===== config.mk =====
export PLATFORM = sky130hd
export DESIGN_NAME = controller_flat
export DESIGN_NICKNAME = d
export VERILOG_FILES = /design/src/rtl/controller_if.sv /design/src/rtl/controller.sv /design/src/flat_wrapper.sv
export SDC_FILE = /design/constraint.sdc
export NUM_CORES = 1
export LEC_CHECK = 0
export ABC_AREA = 0
export BUFFER_PORTS_ARGS = -buffer_cell sky130_fd_sc_hd__clkbuf_2
export CAP_MARGIN = 40
export CORE_UTILIZATION = 51
export DETAILED_ROUTE_END_ITERATION = 8
export PLACE_DENSITY = 0.82
export SETUP_SLACK_MARGIN = 0.02
export SYNTH_ARGS = -nofsm -noshare
export SYNTH_HDL_FRONTEND = slang
export SYNTH_SLANG_ARGS = --single-unit

===== constraint.sdc =====
create_clock -name clk -period 4 [get_ports clk]
set_input_delay 0.2 -clock clk [delete_from_list [all_inputs] [get_ports clk]]
set_output_delay 0.2 -clock clk [all_outputs]
set_load 0.02 [all_outputs]

===== src/rtl/controller_if.sv =====
// controller_if: instruction fields and PSR flags into the controller; datapath selects, enables and STATE out of it
interface controller_if #(
    parameter int PSRL = 5
);
    logic [3:0]      OP_CODE;
    logic [3:0]      OP_EXT;
    logic [3:0]      Rdest_addr;
    logic [PSRL-1:0] PSR_OUT;
    logic            PC_S;
    logic            MEM_DATA_S;
    logic [1:0]      MEM_S;
    logic [1:0]      WD_S;
    logic [1:0]      ALUA_S;
    logic [1:0]      ALUB_S;
    logic            INSTR_EN;
    logic            ALU_OUT_EN;
    logic            MEM_REG_EN;
    logic            PC_EN;
    logic            PSR_EN;
    logic            SE_SIGN;
    logic            REG_WR;
    logic            MEM_WE;
    logic [3:0]      STATE;
    modport master (
        input  OP_CODE, OP_EXT, Rdest_addr, PSR_OUT,
        output PC_S, MEM_DATA_S, MEM_S, WD_S, ALUA_S, ALUB_S,
               INSTR_EN, ALU_OUT_EN, MEM_REG_EN, PC_EN, PSR_EN,
               SE_SIGN, REG_WR, MEM_WE, STATE
    );
    modport slave (
        output OP_CODE, OP_EXT, Rdest_addr, PSR_OUT,
        input  PC_S, MEM_DATA_S, MEM_S, WD_S, ALUA_S, ALUB_S,
               INSTR_EN, ALU_OUT_EN, MEM_REG_EN, PC_EN, PSR_EN,
               SE_SIGN, REG_WR, MEM_WE, STATE
    );
endinterface


===== src/rtl/controller.sv =====
// controller: multi-cycle Moore control FSM; clk, reset (async active-low), bus = controller_if.master (opcode fields/PSR in, selects/enables/STATE out)
module controller #(
    parameter int PSRL = 5
) (
    input  logic         clk,
    input  logic         reset,
    controller_if.master bus
);
    typedef enum logic [3:0] {
        FETCH   = 4'd0,
        FWAIT   = 4'd1,
        DECODE  = 4'd2,
        ALU_R   = 4'd3,
        ALU_I   = 4'd4,
        ALU_WB  = 4'd5,
        MOV     = 4'd6,
        MOVI    = 4'd7,
        LD_ADDR = 4'd8,
        LD_WAIT = 4'd9,
        LD_WB   = 4'd10,
        STORE   = 4'd11,
        JUMP    = 4'd12,
        BRANCH  = 4'd13
    } state_t;
    state_t          state_q, state_d;
    logic [3:0]      op_q, op_d, ext_q, ext_d, cond_q, cond_d;
    logic [PSRL-1:0] psr;
    logic            psr_unused;
    logic            taken;
    assign psr        = bus.PSR_OUT;
    assign psr_unused = ^psr;
    assign bus.STATE  = state_q;
    always_comb begin
        taken = 1'b0;
        case (cond_q)
            4'b0000: taken = psr[3];
            4'b0001: taken = !psr[3];
            4'b0100: taken = psr[1];
            4'b0101: taken = !psr[1];
            4'b1100: taken = psr[4];
            4'b1101: taken = !psr[4];
            4'b1110: taken = 1'b1;
            default: taken = 1'b0;
        endcase
    end
    always_comb begin
        state_d        = FETCH;
        op_d           = op_q;
        ext_d          = ext_q;
        cond_d         = cond_q;
        bus.PC_S       = 1'b0;
        bus.MEM_DATA_S = 1'b0;
        bus.MEM_S      = 2'd0;
        bus.WD_S       = 2'd0;
        bus.ALUA_S     = 2'd0;
        bus.ALUB_S     = 2'd0;
        bus.INSTR_EN   = 1'b0;
        bus.ALU_OUT_EN = 1'b0;
        bus.MEM_REG_EN = 1'b0;
        bus.PC_EN      = 1'b0;
        bus.PSR_EN     = 1'b0;
        bus.SE_SIGN    = 1'b0;
        bus.REG_WR     = 1'b0;
        bus.MEM_WE     = 1'b0;
        case (state_q)
            FETCH: begin
                bus.MEM_S = 2'd1;
                state_d   = FWAIT;
            end
            FWAIT: begin
                bus.MEM_S    = 2'd1;
                bus.INSTR_EN = 1'b1;
                bus.PC_EN    = 1'b1;
                bus.PC_S     = 1'b1;
                bus.ALUA_S   = 2'd1;
                bus.ALUB_S   = 2'd2;
                state_d      = DECODE;
            end
            DECODE: begin
                op_d   = bus.OP_CODE;
                ext_d  = bus.OP_EXT;
                cond_d = bus.Rdest_addr;
                case (bus.OP_CODE)
                    4'b0000: state_d = (bus.OP_EXT == 4'b1101) ? MOV : ALU_R;
                    4'b1101: state_d = MOVI;
                    4'b0001, 4'b0010, 4'b0011,
                    4'b0101, 4'b1001, 4'b1011: state_d = ALU_I;
                    4'b0100: state_d = (bus.OP_EXT == 4'b0000) ? LD_ADDR :
                                       (bus.OP_EXT == 4'b0100) ? STORE :
                                       (bus.OP_EXT == 4'b1100) ? JUMP : FETCH;
                    4'b1100: state_d = BRANCH;
                    default: state_d = FETCH;
                endcase
            end
            ALU_R: begin
                bus.ALU_OUT_EN = 1'b1;
                bus.PSR_EN     = 1'b1;
                state_d        = (ext_q == 4'b1011) ? FETCH : ALU_WB;
            end
            ALU_I: begin
                bus.ALUA_S     = 2'd2;
                bus.ALU_OUT_EN = 1'b1;
                bus.PSR_EN     = 1'b1;
                bus.SE_SIGN    = op_q inside {4'b0101, 4'b1001, 4'b1011};
                state_d        = (op_q == 4'b1011) ? FETCH : ALU_WB;
            end
            ALU_WB: begin
                bus.WD_S   = 2'd3;
                bus.REG_WR = 1'b1;
            end
            MOV: begin
                bus.WD_S   = 2'd1;
                bus.REG_WR = 1'b1;
            end
            MOVI: bus.REG_WR = 1'b1;
            LD_ADDR: state_d = LD_WAIT;
            LD_WAIT: begin
                bus.MEM_REG_EN = 1'b1;
                state_d        = LD_WB;
            end
            LD_WB: begin
                bus.WD_S   = 2'd2;
                bus.REG_WR = 1'b1;
            end
            STORE: bus.MEM_WE = 1'b1;
            JUMP: bus.PC_EN = taken;
            BRANCH: begin
                bus.ALUA_S  = taken ? 2'd1 : 2'd0;
                bus.ALUB_S  = taken ? 2'd1 : 2'd0;
                bus.SE_SIGN = taken;
                bus.PC_S    = taken;
                bus.PC_EN   = taken;
            end
            default: state_d = FETCH;
        endcase
    end
    always_ff @(posedge clk or negedge reset) begin
        if (!reset) begin
            state_q <= FETCH;
            op_q    <= 4'd0;
            ext_q   <= 4'd0;
            cond_q  <= 4'd0;
        end else begin
            state_q <= state_d;
            op_q    <= op_d;
            ext_q   <= ext_d;
            cond_q  <= cond_d;
        end
    end
endmodule


===== src/flat_wrapper.sv =====
// flat-port wrapper written by rule: the top's interface ports become plain ports
module controller_flat 
#(
    parameter int PSRL = 5
)
  (clk, reset, bus_OP_CODE, bus_OP_EXT, bus_Rdest_addr, bus_PSR_OUT, bus_PC_S, bus_MEM_DATA_S, bus_MEM_S, bus_WD_S, bus_ALUA_S, bus_ALUB_S, bus_INSTR_EN, bus_ALU_OUT_EN, bus_MEM_REG_EN, bus_PC_EN, bus_PSR_EN, bus_SE_SIGN, bus_REG_WR, bus_MEM_WE, bus_STATE);
  controller_if #(.PSRL(PSRL)) bus_i ();
  input  logic clk;
  input  logic reset;
  input wire logic [$bits(bus_i.OP_CODE)-1:0] bus_OP_CODE;
  input wire logic [$bits(bus_i.OP_EXT)-1:0] bus_OP_EXT;
  input wire logic [$bits(bus_i.Rdest_addr)-1:0] bus_Rdest_addr;
  input wire logic [$bits(bus_i.PSR_OUT)-1:0] bus_PSR_OUT;
  output wire logic [$bits(bus_i.PC_S)-1:0] bus_PC_S;
  output wire logic [$bits(bus_i.MEM_DATA_S)-1:0] bus_MEM_DATA_S;
  output wire logic [$bits(bus_i.MEM_S)-1:0] bus_MEM_S;
  output wire logic [$bits(bus_i.WD_S)-1:0] bus_WD_S;
  output wire logic [$bits(bus_i.ALUA_S)-1:0] bus_ALUA_S;
  output wire logic [$bits(bus_i.ALUB_S)-1:0] bus_ALUB_S;
  output wire logic [$bits(bus_i.INSTR_EN)-1:0] bus_INSTR_EN;
  output wire logic [$bits(bus_i.ALU_OUT_EN)-1:0] bus_ALU_OUT_EN;
  output wire logic [$bits(bus_i.MEM_REG_EN)-1:0] bus_MEM_REG_EN;
  output wire logic [$bits(bus_i.PC_EN)-1:0] bus_PC_EN;
  output wire logic [$bits(bus_i.PSR_EN)-1:0] bus_PSR_EN;
  output wire logic [$bits(bus_i.SE_SIGN)-1:0] bus_SE_SIGN;
  output wire logic [$bits(bus_i.REG_WR)-1:0] bus_REG_WR;
  output wire logic [$bits(bus_i.MEM_WE)-1:0] bus_MEM_WE;
  output wire logic [$bits(bus_i.STATE)-1:0] bus_STATE;
  assign bus_i.OP_CODE = bus_OP_CODE;
  assign bus_i.OP_EXT = bus_OP_EXT;
  assign bus_i.Rdest_addr = bus_Rdest_addr;
  assign bus_i.PSR_OUT = bus_PSR_OUT;
  assign bus_PC_S = bus_i.PC_S;
  assign bus_MEM_DATA_S = bus_i.MEM_DATA_S;
  assign bus_MEM_S = bus_i.MEM_S;
  assign bus_WD_S = bus_i.WD_S;
  assign bus_ALUA_S = bus_i.ALUA_S;
  assign bus_ALUB_S = bus_i.ALUB_S;
  assign bus_INSTR_EN = bus_i.INSTR_EN;
  assign bus_ALU_OUT_EN = bus_i.ALU_OUT_EN;
  assign bus_MEM_REG_EN = bus_i.MEM_REG_EN;
  assign bus_PC_EN = bus_i.PC_EN;
  assign bus_PSR_EN = bus_i.PSR_EN;
  assign bus_SE_SIGN = bus_i.SE_SIGN;
  assign bus_REG_WR = bus_i.REG_WR;
  assign bus_MEM_WE = bus_i.MEM_WE;
  assign bus_STATE = bus_i.STATE;
  controller #(.PSRL(PSRL)) u_core (.clk(clk), .reset(reset), .bus(bus_i));
endmodule

After elaboration in Yosys (flattened, before gate mapping)
Index checks and enable logic that the tools add are counted.
- latch bits: 0
- output and inout bits: 22
- memories kept: 0
- flip-flop bits (word level): 16
- RAM bits: 0
- bits of input ports: 19
- memory bits (read-only): 0
- multiply operators: 0
- magnitude comparators: 0
- multiplexer cells: 22
- bitwise operators: 0
- equality and inequality tests: 35
- reductions and logical operators: 13
- shift-type cells: 0
- add/sub/neg operators: 0
- div/mod/pow operators: 0
- operators by type and width (cell ; number):
    $eq 4x4->1 const B ; 18
    $eq 4x3->1 const B ; 10
    $pmux 4 s7 ; 1
    $pmux 4 s5 ; 1
    $eq 4x2->1 const B ; 4
    $logic_not 4->1 ; 4
    $eq 4x1->1 const B ; 3
    $mux 4 ; 3
    $pmux 2 s3 ; 2
    $mux 3 ; 3
    $mux 1 ; 7
    $pmux 1 s7 ; 1
    $pmux 1 s2 ; 3
    $reduce_or 2->1 ; 3
    $reduce_or 6->1 ; 1
    $pmux 2 s2 ; 1
    $reduce_or 4->1 ; 1
    $logic_not 1->1 ; 3
    $reduce_bool 3->1 ; 1

Logic depth before layout (Yosys ltp)
- word-level depth: 6
- depth in mapped cells: 5
- depth with buffers taken out: 4

Least setup slack after synthesis
No wires, ideal clock.
- kind: register to output
- from: register u_core.state_q[1] (netlist: u_core.bus.STATE[1])
- to: output bus_ALUA_S[0]
- arrival: 1.795 ns
- cell stages (with the launch flop): 5
- required time: 3.800 ns
- path slack: 2.005 ns
- cells stage by stage: dfrtp_1 clkbuf_1 nand2b_1 nor3_1 o21bai_1
- word-level cells in the longest chain between the ends: 2
- elaborated cells between the ends (all ways): 4
- classes of those cells: 3 x eq/ne; 1 x mux
- ends and longest elaborated chain (element ; line ; RTL):
    from (decl) ; controller.sv:25 ; state_t state_q, state_d;
    from (signal assigned) ; controller.sv:144 ; state_q <= state_d;
    $eq 4x4->1 (tied with other cells) ; controller.sv:65 ; case (state_q)
    $pmux 2 s3 (*) ; controller.sv:65 ;
    to (decl) ; flat_wrapper.sv:18 ; output wire logic [$bits(bus_i.ALUA_S)-1:0] bus_ALUA_S;
Mark *: on every way between the ends. The rest lies on a longest branch, timed or not.

Worst setup path in the final report
- from: register u_core.state_q[3] (netlist: u_core.bus.STATE[3])
- to: register u_core.state_q[0] (netlist: u_core.bus.STATE[0])
- word-level cells in the longest chain between the ends: 2
- elaborated cells between the ends (all ways): 8
- classes of those cells: 6 x eq/ne; 1 x mux; 1 x reduce/logical
- ends and longest elaborated chain (element ; line):
    $eq 4x4->1 (tied with other cells) ; controller.sv:65
    $pmux 4 s7 (*) ; controller.sv:65
    via u_core.state_d[0] ; controller.sv:25
Mark *: on every way through the listed nets, which the timed path passes. The rest lies on a longest branch.
A chain may end at the register's enable or synchronous reset.

==> results.md <==
- ANT nets after route: 0
- CTS root buf: clkbuf_4
- Worst Hold Path EP: u_core.cond_q[1]$_DFFE_PN0P_
- FFs w/ async S/R, synth: between 90% and 100%
- Final hold vios: 0
- Final setup viols: 0
- HP Start: bus_Rdest_addr[1]
- R2R Path End: u_core.bus.STATE[0]$_DFF_PN0_
- Fraction of layout instances using a drive strength above 1: between 20 and 30%
- Outcome: finished clean
- WL/cell: 12.19 µm
- Initial DRC count: 21
- Die W: ~48 µm
- CTS HTree Levels: 1
- Overall Global Routing Usage: 22.63%
- R2r setup slk: ~1900 ps
- Number of flops mapped to enable cells by yosys: 0
- Post-synthesis sequential area ratio: 37.60%
- First-pass GRT wire length: ~3.6 mm
- Req. time, crit path: approximately 4200 ps
- Pwr/cell area: a little over 700 nW/µm²
- Total number of vias: approximately 1100
- Placer Congestion: ~0.80
- Crit path depth: 3
- Worst Hold Path Cells: 3
- Dpl hpwl: ~1.9 mm
- CTS buffer count: 3
- Initial antenna violation count: 0
- IO Count: 41
- Tcrit/Tclk final: a little over half
- Clk_lat worst skew: about 290 ps
- Slew HR: 65.03%
- CP Capture Type: register
- Hold Crit Class: in -> reg
- Area grow syn2layout: 19.86%
- Netlist cell types: 39
- CORE AREA: approximately 2000 µm²
- Number of setup buffers added after CTS: 0
- Vias per inst: about 5.5
- Crit path max fanout: 16
- Dominant synthesized flop cell: dfrtp_1
- Critical-path cell list: or4b_1, or3_4, o221ai_2
- DIE AREA: ~2300 µm²
- Most frequent cells in the layout: 37 x nand2_1, 36 x clkbuf_2, 16 x dfrtp_1
- Setup TNS: 0 ps
- Vias in the first global route: around 900
- Die height: roughly 48 µm
- TritonRoute pass-1 iters: 4
- # diodes: 0
- Slew @ Worst Pin: 524.6 ps
- CP Launch Point: u_core.bus.STATE[3]$_DFF_PN0_
- Clk_skew: 10.05 ps
- Critical Path AT: roughly 2300 ps
- Commonest non-fill, non-tap cell in the layout: nand2_1
- RSZ-0062 raised after global routing: false
- Flop and latch count out of synthesis: 16
- Clock tree buffer depth: 2
- Setup ws final: 1888 ps
- FP Rows: 16
- Crit-path leading delay family: simple AND/OR/NAND/NOR gates
- Largest net degree at the start of global routing: 17
- Post-layout minimum cycle time: between 2000 and 2500 ps
- Port buffer count: 36
- Dpl ws: 1921 ps
- Reg2Reg Depth: 3
- Ys Warns: 0
- Post-Syn Area: roughly 1100 µm²
- Startpoint Class: register
- Critical path class: reg -> reg
- Overflow after GRT: 0
- CP bufs+invs: 0
- Reg clk slew, reported paths: approximately 100 ps
- Sink Count: 16
- VDD IR max: 322.7 µV
- Cells after synthesis: ~140
- Nets: 190
- Slowest CP cell: or4b_1
- DRC: 0
- Drt total wl: roughly 2.4 mm
- Critical R2R Launch: u_core.bus.STATE[3]$_DFF_PN0_
- Leakage: approximately 0.62 nW
- Final slew viol count: 0
- Synthesized area per cell: 7.716 µm²
- Initial core utilization: between 50% and 60%
- CTS tree: built
- F_max: 0.4736 GHz
- Max-cap viol count: 0
- Delay of the slowest critical-path stage: approximately 850 ps
## worst max-delay path by stage
stage                                               end  slack, ps
after global routing      u_core.bus.STATE[0]$_DFF_PN0_       1800
after floorplan                           bus_ALUA_S[0]       2010
after global placement    u_core.bus.STATE[0]$_DFF_PN0_       1960
after detailed placement  u_core.bus.STATE[0]$_DFF_PN0_       1920
after CTS                 u_core.bus.STATE[0]$_DFF_PN0_       1900
final                     u_core.bus.STATE[0]$_DFF_PN0_       1890
## cell families (layout without fill, tap and decap cells)
| family | count (synthesis) | in the layout | share of synthesized area, % |
|---|---|---|---|
| simple gates | 73 | 73 | 33.02 |
| compound gates | 32 | 32 | 20.80 |
| buf+inv | 14 | 45 | 6.462 |
| other cells | 1 | 2 | 0.3522 |
| mux | 1 | 1 | 0.9401 |
| flops | 16 | 16 | 37.60 |
| xor+xnor | 1 | 1 | 0.8227 |
## cell type report
type	instances	area, µm²
sequential	16	400.4
tap	27	33.78
clock buffer	4	36.28
multi-input combinational	109	599.3
fill	183	685.7
inverter	3	11.26
timing repair buffer	38	195.2
## cell usage after synthesis (all sizes together) (2+ instances only)
library cell / count / area, µm²
nor3b: 3 / 22.52
clkbuf: 5 / 18.77
nor2: 9 / 33.78
a211oi: 4 / 30.03
nand2: 37 / 138.9
o21bai: 3 / 22.52
nor3: 5 / 25.02
o22ai: 5 / 37.53
nand2b: 7 / 43.79
dfrtp: 16 / 400.4
nand3b: 2 / 15.01
nor2b: 2 / 12.51
o221ai: 2 / 23.77
inv: 3 / 11.26
buf: 6 / 38.78
o21ai: 5 / 25.02
or3: 2 / 17.52
a21oi: 7 / 35.03
## worst register-to-register path, stage by stage, from the launching register on
cell	delay, ps
dfrtp_1	540
or4b_1	850
or3_4	490
o221ai_2	160
## registers in the layout (all words and copies together) (netlist names)
signal / count
u_core.bus.STATE: 4
u_core.cond_q: 4
u_core.ext_q: 4
u_core.op_q: 4
## through the flow
stage	cells	total power [mW]	util (%)	instance area, µm²	hold slack, ps
CTS	197	0.9122	65.05	1276	95.30
detailed placement	192	0.8027	62.69	1230	144.4
global route	197	0.9928	65.05	1276	92.12
finish	197	0.9070	65.05	1276	101.4
global placement	191	0.7806	62.44	1225	136.1
floorplan	139	0.6772	-	1069	-95.59
## what timing repair did
item	CTS	global route
resized for setup	0	0
hold buffers	1	0
hold endpoints to repair	16	0
## power by group
group / internal (mW) / switching (mW) / leakage, nW / total, mW
clock: 0.0555 / 0.0524 / 0.0210 / 0.108
sequential: 0.236 / 0.0871 / 0.198 / 0.324
combinational: 0.181 / 0.294 / 0.402 / 0.476
total: 0.473 / 0.434 / 0.621 / 0.907
## routing by layer
metal  up-vias  share of wire [%]  global-route usage, %
met5         -                  0                      0
met4         0               0.71                  5.556
met3         3                5.6                  4.528
met2        44                 50                  41.62
met1       495                 44                  26.78
li1        544                  -                      -
No activity file was read; power rests on OpenSTA's default activity.
